==> src/rtl/fmul_arb.sv <==
// Round-robin arbiter sharing one fp32 multiplier among NUM_REQ requesters.
// Define FMUL_ARB_OUT_REG_EN to add an output register stage (latency 2 instead of 1).
module fmul_arb #(
    parameter int NUM_REQ = 4,
    parameter int ID_W    = 2
) (
    input  logic                   clk,
    input  logic                   rst_n,
    input  logic [NUM_REQ-1:0]     req_vld,
    output logic [NUM_REQ-1:0]     req_rdy,
    input  logic [NUM_REQ*32-1:0]  req_a,
    input  logic [NUM_REQ*32-1:0]  req_b,
    output logic                   rsp_vld,
    input  logic                   rsp_rdy,
    output logic [31:0]            rsp_data,
    output logic [ID_W-1:0]        rsp_id
);
    logic [ID_W-1:0] last_grant_q, last_grant_d;
    logic            s1_vld_q, s1_vld_d;
    logic [31:0]     s1_a_q, s1_a_d, s1_b_q, s1_b_d;
    logic [ID_W-1:0] s1_id_q, s1_id_d;
    logic [31:0]     fmul_res;

    logic            stall, grant_vld, accept;
    logic [ID_W-1:0] grant_id, idx;
    logic [31:0]     sel_a, sel_b;

    assign stall  = rsp_vld & ~rsp_rdy;
    assign accept = rst_n & ~stall & grant_vld;

    // Search starts one past the last winner and wraps.
    always_comb begin
        grant_vld = 1'b0;
        grant_id  = '0;
        idx       = '0;
        for (int i = 1; i <= NUM_REQ; i++) begin
            idx = ID_W'((int'(last_grant_q) + i) % NUM_REQ);
            if (!grant_vld && req_vld[idx]) begin
                grant_vld = 1'b1;
                grant_id  = idx;
            end
        end
        req_rdy = '0;
        if (accept) req_rdy[grant_id] = 1'b1;
    end

    always_comb begin
        sel_a = '0;
        sel_b = '0;
        for (int k = 0; k < NUM_REQ; k++) begin
            if (grant_id == ID_W'(k)) begin
                sel_a = req_a[32*k +: 32];
                sel_b = req_b[32*k +: 32];
            end
        end
    end

    always_comb begin
        last_grant_d = last_grant_q;
        s1_vld_d     = s1_vld_q;
        s1_a_d       = s1_a_q;
        s1_b_d       = s1_b_q;
        s1_id_d      = s1_id_q;
        if (!stall) begin
            s1_vld_d = accept;
            if (accept) begin
                last_grant_d = grant_id;
                s1_a_d       = sel_a;
                s1_b_d       = sel_b;
                s1_id_d      = grant_id;
            end
        end
    end

    always_ff @(posedge clk) begin
        if (!rst_n) begin
            last_grant_q <= ID_W'(NUM_REQ - 1);
            s1_vld_q     <= 1'b0;
            s1_a_q       <= '0;
            s1_b_q       <= '0;
            s1_id_q      <= '0;
        end else begin
            last_grant_q <= last_grant_d;
            s1_vld_q     <= s1_vld_d;
            s1_a_q       <= s1_a_d;
            s1_b_q       <= s1_b_d;
            s1_id_q      <= s1_id_d;
        end
    end

    fmul u_fmul (
        .a_in   (s1_a_q),
        .b_in   (s1_b_q),
        .result (fmul_res)
    );

`ifdef FMUL_ARB_OUT_REG_EN
    logic            s2_vld_q, s2_vld_d;
    logic [31:0]     s2_data_q, s2_data_d;
    logic [ID_W-1:0] s2_id_q, s2_id_d;

    always_comb begin
        s2_vld_d  = s2_vld_q;
        s2_data_d = s2_data_q;
        s2_id_d   = s2_id_q;
        if (!stall) begin
            s2_vld_d  = s1_vld_q;
            s2_data_d = fmul_res;
            s2_id_d   = s1_id_q;
        end
    end

    always_ff @(posedge clk) begin
        if (!rst_n) begin
            s2_vld_q  <= 1'b0;
            s2_data_q <= '0;
            s2_id_q   <= '0;
        end else begin
            s2_vld_q  <= s2_vld_d;
            s2_data_q <= s2_data_d;
            s2_id_q   <= s2_id_d;
        end
    end

    assign rsp_vld  = s2_vld_q;
    assign rsp_data = s2_data_q;
    assign rsp_id   = s2_id_q;
`else
    // S1 operands reset to zero, so the product (and rsp_data) is zero after reset.
    assign rsp_vld  = s1_vld_q;
    assign rsp_data = fmul_res;
    assign rsp_id   = s1_id_q;
`endif
endmodule

// Combinational fp32 multiply: round-to-nearest-even, subnormals flushed to zero,
// any NaN or inf*0 gives canonical quiet NaN 0x7FC00000.
module fmul (
    input  logic [31:0] a_in,
    input  logic [31:0] b_in,
    output logic [31:0] result
);
    logic        sgn, a_zero, b_zero, a_inf, b_inf, a_nan, b_nan;
    logic [47:0] prod;
    logic [22:0] frac;
    logic        guard, sticky;
    logic [23:0] rnd;
    logic [9:0]  esum;

    always_comb begin
        sgn    = a_in[31] ^ b_in[31];
        a_zero = (a_in[30:23] == 8'd0);
        b_zero = (b_in[30:23] == 8'd0);
        a_inf  = (a_in[30:23] == 8'hFF) && (a_in[22:0] == 23'd0);
        b_inf  = (b_in[30:23] == 8'hFF) && (b_in[22:0] == 23'd0);
        a_nan  = (a_in[30:23] == 8'hFF) && (a_in[22:0] != 23'd0);
        b_nan  = (b_in[30:23] == 8'hFF) && (b_in[22:0] != 23'd0);
        prod   = {24'd0, 1'b1, a_in[22:0]} * {24'd0, 1'b1, b_in[22:0]};
        if (prod[47]) begin
            frac   = prod[46:24];
            guard  = prod[23];
            sticky = |prod[22:0];
        end else begin
            frac   = prod[45:23];
            guard  = prod[22];
            sticky = |prod[21:0];
        end
        rnd  = {1'b0, frac} + {23'd0, guard & (sticky | frac[0])};
        // Biased exponent sum plus normalisation and rounding carries; bias removed below.
        esum = {2'b0, a_in[30:23]} + {2'b0, b_in[30:23]} + {9'd0, prod[47]} + {9'd0, rnd[23]};

        if (a_nan || b_nan || (a_inf && b_zero) || (a_zero && b_inf))
            result = 32'h7FC0_0000;
        else if (a_inf || b_inf)
            result = {sgn, 8'hFF, 23'd0};
        else if (a_zero || b_zero)
            result = {sgn, 31'd0};
        else if (esum >= 10'd382)
            result = {sgn, 8'hFF, 23'd0};
        else if (esum <= 10'd127)
            result = {sgn, 31'd0};
        else
            result = {sgn, 8'(esum - 10'd127), rnd[22:0]};
    end
endmodule

==> config.mk <==
export PLATFORM = sky130hd
export DESIGN_NAME = fmul_arb
export DESIGN_NICKNAME = d
export VERILOG_FILES = /design/src/rtl/fmul_arb.sv
export SDC_FILE = /design/constraint.sdc
export NUM_CORES = 2
export LEC_CHECK = 0
export ABC_CLOCK_PERIOD_IN_PS = 12900
export BUFFER_PORTS_ARGS = -buffer_cell sky130_fd_sc_hd__buf_4
export CORE_UTILIZATION = 62
export DETAILED_ROUTE_END_ITERATION = 16
export PLACE_DENSITY = 0.83
export SLEW_MARGIN = 5
export SYNTH_ARGS = -nofsm -noshare
export SYNTH_HDL_FRONTEND = slang
export SYNTH_SLANG_ARGS = --single-unit
==> constraint.sdc <==
create_clock -name clk -period 12.9 [get_ports clk]
set_clock_uncertainty 0.15 [all_clocks]
set_input_delay 1.29 -clock clk [delete_from_list [all_inputs] [get_ports clk]]
set_output_delay 1.29 -clock clk [all_outputs]
set_load 0.005 [all_outputs]
==> impl_results.html <==
<table>
<tr><th>Metric</th><th>Value</th></tr>
<tr><th colspan="2">Final layout</th></tr>
<tr><td>Final Net Count</td><td>4,395</td></tr>
<tr><td>Fraction of layout instances using a drive strength above 1</td><td>15.20%</td></tr>
<tr><td>Commonest cells after routing, fill and taps aside</td><td>sky130_fd_sc_hd__inv_1, sky130_fd_sc_hd__fa_1, sky130_fd_sc_hd__nand2_1, sky130_fd_sc_hd__buf_4, sky130_fd_sc_hd__and2_1</td></tr>
<tr><td>Filler cell count in the final layout</td><td>3,271</td></tr>
<tr><td>Summed area of non-filler cells in the final layout</td><td>29,390 sq um</td></tr>
<tr><td>Most common cell after layout, fill and taps aside</td><td>sky130_fd_sc_hd__inv_1</td></tr>
<tr><td>Synthesis-to-layout area growth</td><td>14.25%</td></tr>
<tr><th colspan="2">Power</th></tr>
<tr><td>Cell leakage power</td><td>14.36 nW</td></tr>
<tr><td>Internal power of the cells</td><td>2.079 mW</td></tr>
<tr><td>Maximum ir drop on the vdd rail</td><td>0.2017 mV</td></tr>
<tr><td>Total power per unit cell area</td><td>163.9 nW/um^2</td></tr>
<tr><td>Share of total power in sequential cells</td><td>7.0%</td></tr>
<tr><td>Gate power share</td><td>87.2%</td></tr>
<tr><td>Switching power</td><td>2.740 mW</td></tr>
<tr><td>Clk pwr share</td><td>5.9%</td></tr>
<tr><td>Net Sw Frac</td><td>56.86%</td></tr>
<tr><th colspan="2">Logic synthesis</th></tr>
<tr><td>Number of enable-type register cells in the synthesized netlist</td><td>0</td></tr>
<tr><td>Count of cell types in the netlist</td><td>90</td></tr>
<tr><td>Syn Nets</td><td>4,171</td></tr>
<tr><td>Number of instances in the synthesized netlist</td><td>3,239</td></tr>
<tr><td>Sequential element share of the synthesized area</td><td>5.369%</td></tr>
<tr><td>Adder-Cell Fraction of Synth Area</td><td>46.66%</td></tr>
<tr><td>Share of cell area taken by muxes after synthesis</td><td>0.3599%</td></tr>
<tr><td>Number of synthesized register bits</td><td>69</td></tr>
<tr><td>Post-synthesis compound-gate area fraction</td><td>11.45%</td></tr>
<tr><td>Post-synthesis average cell area</td><td>7.943 sq um</td></tr>
<tr><td>Dominant combinational cell family by area after synthesis</td><td>adder cells</td></tr>
<tr><td>Synthesized cell area</td><td>25,730 sq um</td></tr>
<tr><td>Area fraction in and, or, nand and nor cells after synthesis</td><td>22.10%</td></tr>
<tr><td>YS warnings</td><td>0</td></tr>
<tr><td>Ys flop type</td><td>sky130_fd_sc_hd__dfxtp_1</td></tr>
<tr><td>Synth Area in XOR/XNOR</td><td>2.446%</td></tr>
<tr><td>Post-synthesis async set-or-reset flop share</td><td>0%</td></tr>
<tr><th colspan="2">Critical path</th></tr>
<tr><td>Worst setup slack for register-to-register paths</td><td>9080 ps</td></tr>
<tr><td>Library cell appearing most often on the critical path</td><td>sky130_fd_sc_hd__fa_1</td></tr>
<tr><td>Critical Path AT</td><td>11,010 ps</td></tr>
<tr><td>Worst setup SP type</td><td>flop</td></tr>
<tr><td>Critical path class</td><td>reg -&gt; out</td></tr>
<tr><td>CP peak stage delay</td><td>590 ps</td></tr>
<tr><td>Cell type of the slowest stage on the worst timing path</td><td>sky130_fd_sc_hd__fa_1</td></tr>
<tr><td>Maximum net fanout on the critical path</td><td>8</td></tr>
<tr><td>Critical Path Sink Type</td><td>output port</td></tr>
<tr><td>Combined buffer and inverter count along the critical path</td><td>5</td></tr>
<tr><td>Top Family by Delay on Critical Path</td><td>adder cells</td></tr>
<tr><td>Critical path data required time</td><td>11,460 ps</td></tr>
<tr><th colspan="2">Route</th></tr>
<tr><td>Total length of routed wires</td><td>84,230 um</td></tr>
<tr><td>Detail-routed via count per cell</td><td>6.028</td></tr>
<tr><td>Average detailed-routed wire length per instance</td><td>21.05 um</td></tr>
<tr><td>Remaining number of nets flagged by the antenna check after routing</td><td>0</td></tr>
<tr><td>Via Count</td><td>24,120</td></tr>
<tr><td>Initial drt markers</td><td>2,135</td></tr>
<tr><td>Number of iterations in the first detailed-routing pass</td><td>9</td></tr>
<tr><td>DRC Markers</td><td>0</td></tr>
<tr><th colspan="2">Timing</th></tr>
<tr><td>Worst hold margin</td><td>345.0 ps</td></tr>
<tr><td>Achievable Freq</td><td>80.33 MHz</td></tr>
<tr><td>Slew at the pin closest to its max-slew limit</td><td>1067 ps</td></tr>
<tr><td>Final max-slew violation count</td><td>0</td></tr>
<tr><td>Finish-stage setup viols</td><td>0</td></tr>
<tr><td>Max-slew headroom</td><td>28.36%</td></tr>
<tr><td>Final clock period utilization by the worst path</td><td>96.50%</td></tr>
<tr><td>Final Hold Fails</td><td>0</td></tr>
<tr><td>Time the worst path needs with I/O delays and setup</td><td>12,450 ps</td></tr>
<tr><th colspan="2">Clock tree</th></tr>
<tr><td>Clock tree from TritonCTS</td><td>built</td></tr>
<tr><td>Worst-path clk slew</td><td>60 ps</td></tr>
<tr><td>Clock latency of the later-clocked register in the worst-skew pair</td><td>350 ps</td></tr>
<tr><td>Hold buffer count at cts</td><td>0</td></tr>
<tr><td>H-tree level count</td><td>3</td></tr>
<tr><td>Number of clock buffers inserted by TritonCTS</td><td>9</td></tr>
<tr><td>CTS Root Buffer Type</td><td>sky130_fd_sc_hd__clkbuf_16</td></tr>
<tr><td>Max Root-Sink Buffers</td><td>2</td></tr>
<tr><td># clock sinks</td><td>69</td></tr>
<tr><th colspan="2">Status</th></tr>
<tr><td>Status</td><td>finished clean</td></tr>
<tr><th colspan="2">Placed design</th></tr>
<tr><td>Half-perimeter wire length of the detailed placement result</td><td>68,930 um</td></tr>
<tr><td>Post-place instance area</td><td>28,690 sq um</td></tr>
<tr><td>Port Buffers</td><td>301</td></tr>
<tr><td>Global placement routability congestion</td><td>1.001</td></tr>
<tr><th colspan="2">Global routing</th></tr>
<tr><td>Global routing usage summed across all routing layers</td><td>41.56%</td></tr>
<tr><td>Number of global-route vias before repair</td><td>25,230</td></tr>
<tr><td>Global-route wire length before repair</td><td>133,900 um</td></tr>
<tr><td>Pin count of the biggest net entering global routing</td><td>93</td></tr>
<tr><td>Number of antenna violations at the first check in global routing</td><td>3</td></tr>
<tr><td>GR Overflow Total</td><td>0</td></tr>
<tr><th colspan="2">Floorplan</th></tr>
<tr><td>CORE AREA</td><td>40,920 sq um</td></tr>
<tr><td>Floorplan row count</td><td>74</td></tr>
<tr><td>Number of top-level design ports</td><td>302</td></tr>
<tr><td>Starting density of the core</td><td>62.87%</td></tr>
<tr><td>Width of the die</td><td>205.7 um</td></tr>
<tr><td>Die area</td><td>42,320 sq um</td></tr>
<tr><td>Die height</td><td>205.7 um</td></tr>
<tr><th colspan="2">Min path</th></tr>
<tr><td>Min-Delay Path Class</td><td>reg -&gt; reg</td></tr>
<tr><th colspan="2">Job</th></tr>
<tr><td>Number of max-cap violations</td><td>0</td></tr>
</table>
[power groups by stage]
stage	combinational [mW]	sequential (mW)	clock (mW)
final	4.20	0.335	0.284
after global routing	4.65	0.335	0.294
after CTS	4.03	0.323	0.284
after detailed placement	3.99	0.326	0
after global placement	3.94	0.323	0
after floorplan	2.76	0.276	0
[final cells by class]
class	instances	area [sq um]	share of cell area, %
antenna	1	2.502	0.008513
clock buffer	10	239.0	0.8130
sequential	69	1459	4.963
tap	532	665.6	2.265
inverter	605	2277	7.747
clock inverter	6	86.33	0.2937
multi-input combinational	2377	21580	73.40
timing repair buffer	401	3089	10.51
[through the flow]
stage / total power, mW / setup WS (ps) / setup TNS, ps / cells / utilization [%]
global placement: 4.261 / 485.2 / 0 / 3978 / 70.11
CTS: 4.635 / 12.97 / 0 / 3994 / 70.93
detailed placement: 4.319 / 258.4 / 0 / 3978 / 70.11
floorplan: 3.035 / 1010 / 0 / 3239 / -
global route: 5.275 / -54.70 / -54.70 / 4000 / 71.82
finish: 4.819 / 451.6 / 0 / 4001 / 71.83
[per-layer routing]
| metal | up-vias | GRT usage [%] | routed length (um) | part of all wire [%] |
|---|---|---|---|---|
| li1 | 10570 | - | - | - |
| met1 | 11800 | 50.05 | 30170 | 36 |
| met2 | 1348 | 68.58 | 39700 | 47 |
| met3 | 394 | 8.964 | 8251 | 9.8 |
| met4 | 6 | 24.23 | 6012 | 7.1 |
| met5 | - | 0 | 92 | 0.11 |
[worst paths after layout]
| kind | endpoint | startpoint | cells past startpoint |
|---|---|---|---|
| max | rsp_data[13] | s1_a_q[15] | 35 |
| min | s1_a_q[31] | s1_a_q[31] | 2 |
| max reg2reg | s1_a_q[14] | last_grant_q[0] | 9 |
| min reg2reg | s1_a_q[31] | s1_a_q[31] | 2 |
[worst reg2reg max path, delay by kind of cell, from the launching register on]
kind | cells | cell delay [ps]
flip-flops | 1 | 370
buffers and inverters | 2 | 540
AND/OR/NAND/NOR | 3 | 780
AO/OA/AOI/OAI | 4 | 1800
[Yosys cell counts, types with 9 or more instances]
master,number,area (sq um)
sky130_fd_sc_hd__nand2b_1,10,62.56
sky130_fd_sc_hd__xnor2_1,46,402.9
sky130_fd_sc_hd__a221oi_1,13,113.9
sky130_fd_sc_hd__nand2_1,466,1749
sky130_fd_sc_hd__clkbuf_1,170,638.1
sky130_fd_sc_hd__buf_2,9,45.04
sky130_fd_sc_hd__ha_1,185,2315
sky130_fd_sc_hd__o211ai_1,10,75.07
sky130_fd_sc_hd__o21ai_0,94,470.5
sky130_fd_sc_hd__a31oi_1,13,81.33
sky130_fd_sc_hd__nand3_1,72,360.4
sky130_fd_sc_hd__nor2_1,220,825.8
sky130_fd_sc_hd__a21o_1,13,97.59
sky130_fd_sc_hd__inv_1,601,2256
sky130_fd_sc_hd__xor2_1,24,210.2
sky130_fd_sc_hd__nor4_1,23,143.9
sky130_fd_sc_hd__a211oi_1,47,352.8
sky130_fd_sc_hd__and2_1,274,1714
sky130_fd_sc_hd__a311oi_1,30,262.8
sky130_fd_sc_hd__a21oi_1,129,645.6
sky130_fd_sc_hd__nand4_1,22,137.6
sky130_fd_sc_hd__o21bai_1,9,67.56
sky130_fd_sc_hd__dfxtp_1,69,1381
sky130_fd_sc_hd__fa_1,484,9689
sky130_fd_sc_hd__nor3_1,36,180.2
[timing repair]
item	4_1_cts	5_1_grt
buffers inserted	0	6
hold endpoints to repair	0	0
cloned	0	0
gates resized for setup	11	103
pin swaps	1	5
endpoints found under the setup margin	15	31
[state kept, by name, summed over array words and instances (netlist names)]
register,flops
rsp_vld,1
s1_a_q,32
rsp_id,2
s1_b_q,32
last_grant_q,2
[cell families after synthesis]
| logic type | Yosys count |
|---|---|
| flip-flops | 69 |
| AND/OR/NAND/NOR | 1186 |
| AO/OA/AOI/OAI | 442 |
| multiplexers | 9 |
| XOR/XNOR | 71 |
| adder cells (fa/ha/maj) | 669 |
| buffers and inverters | 793 |
Note: power is estimated with default switching activity, not from simulation.
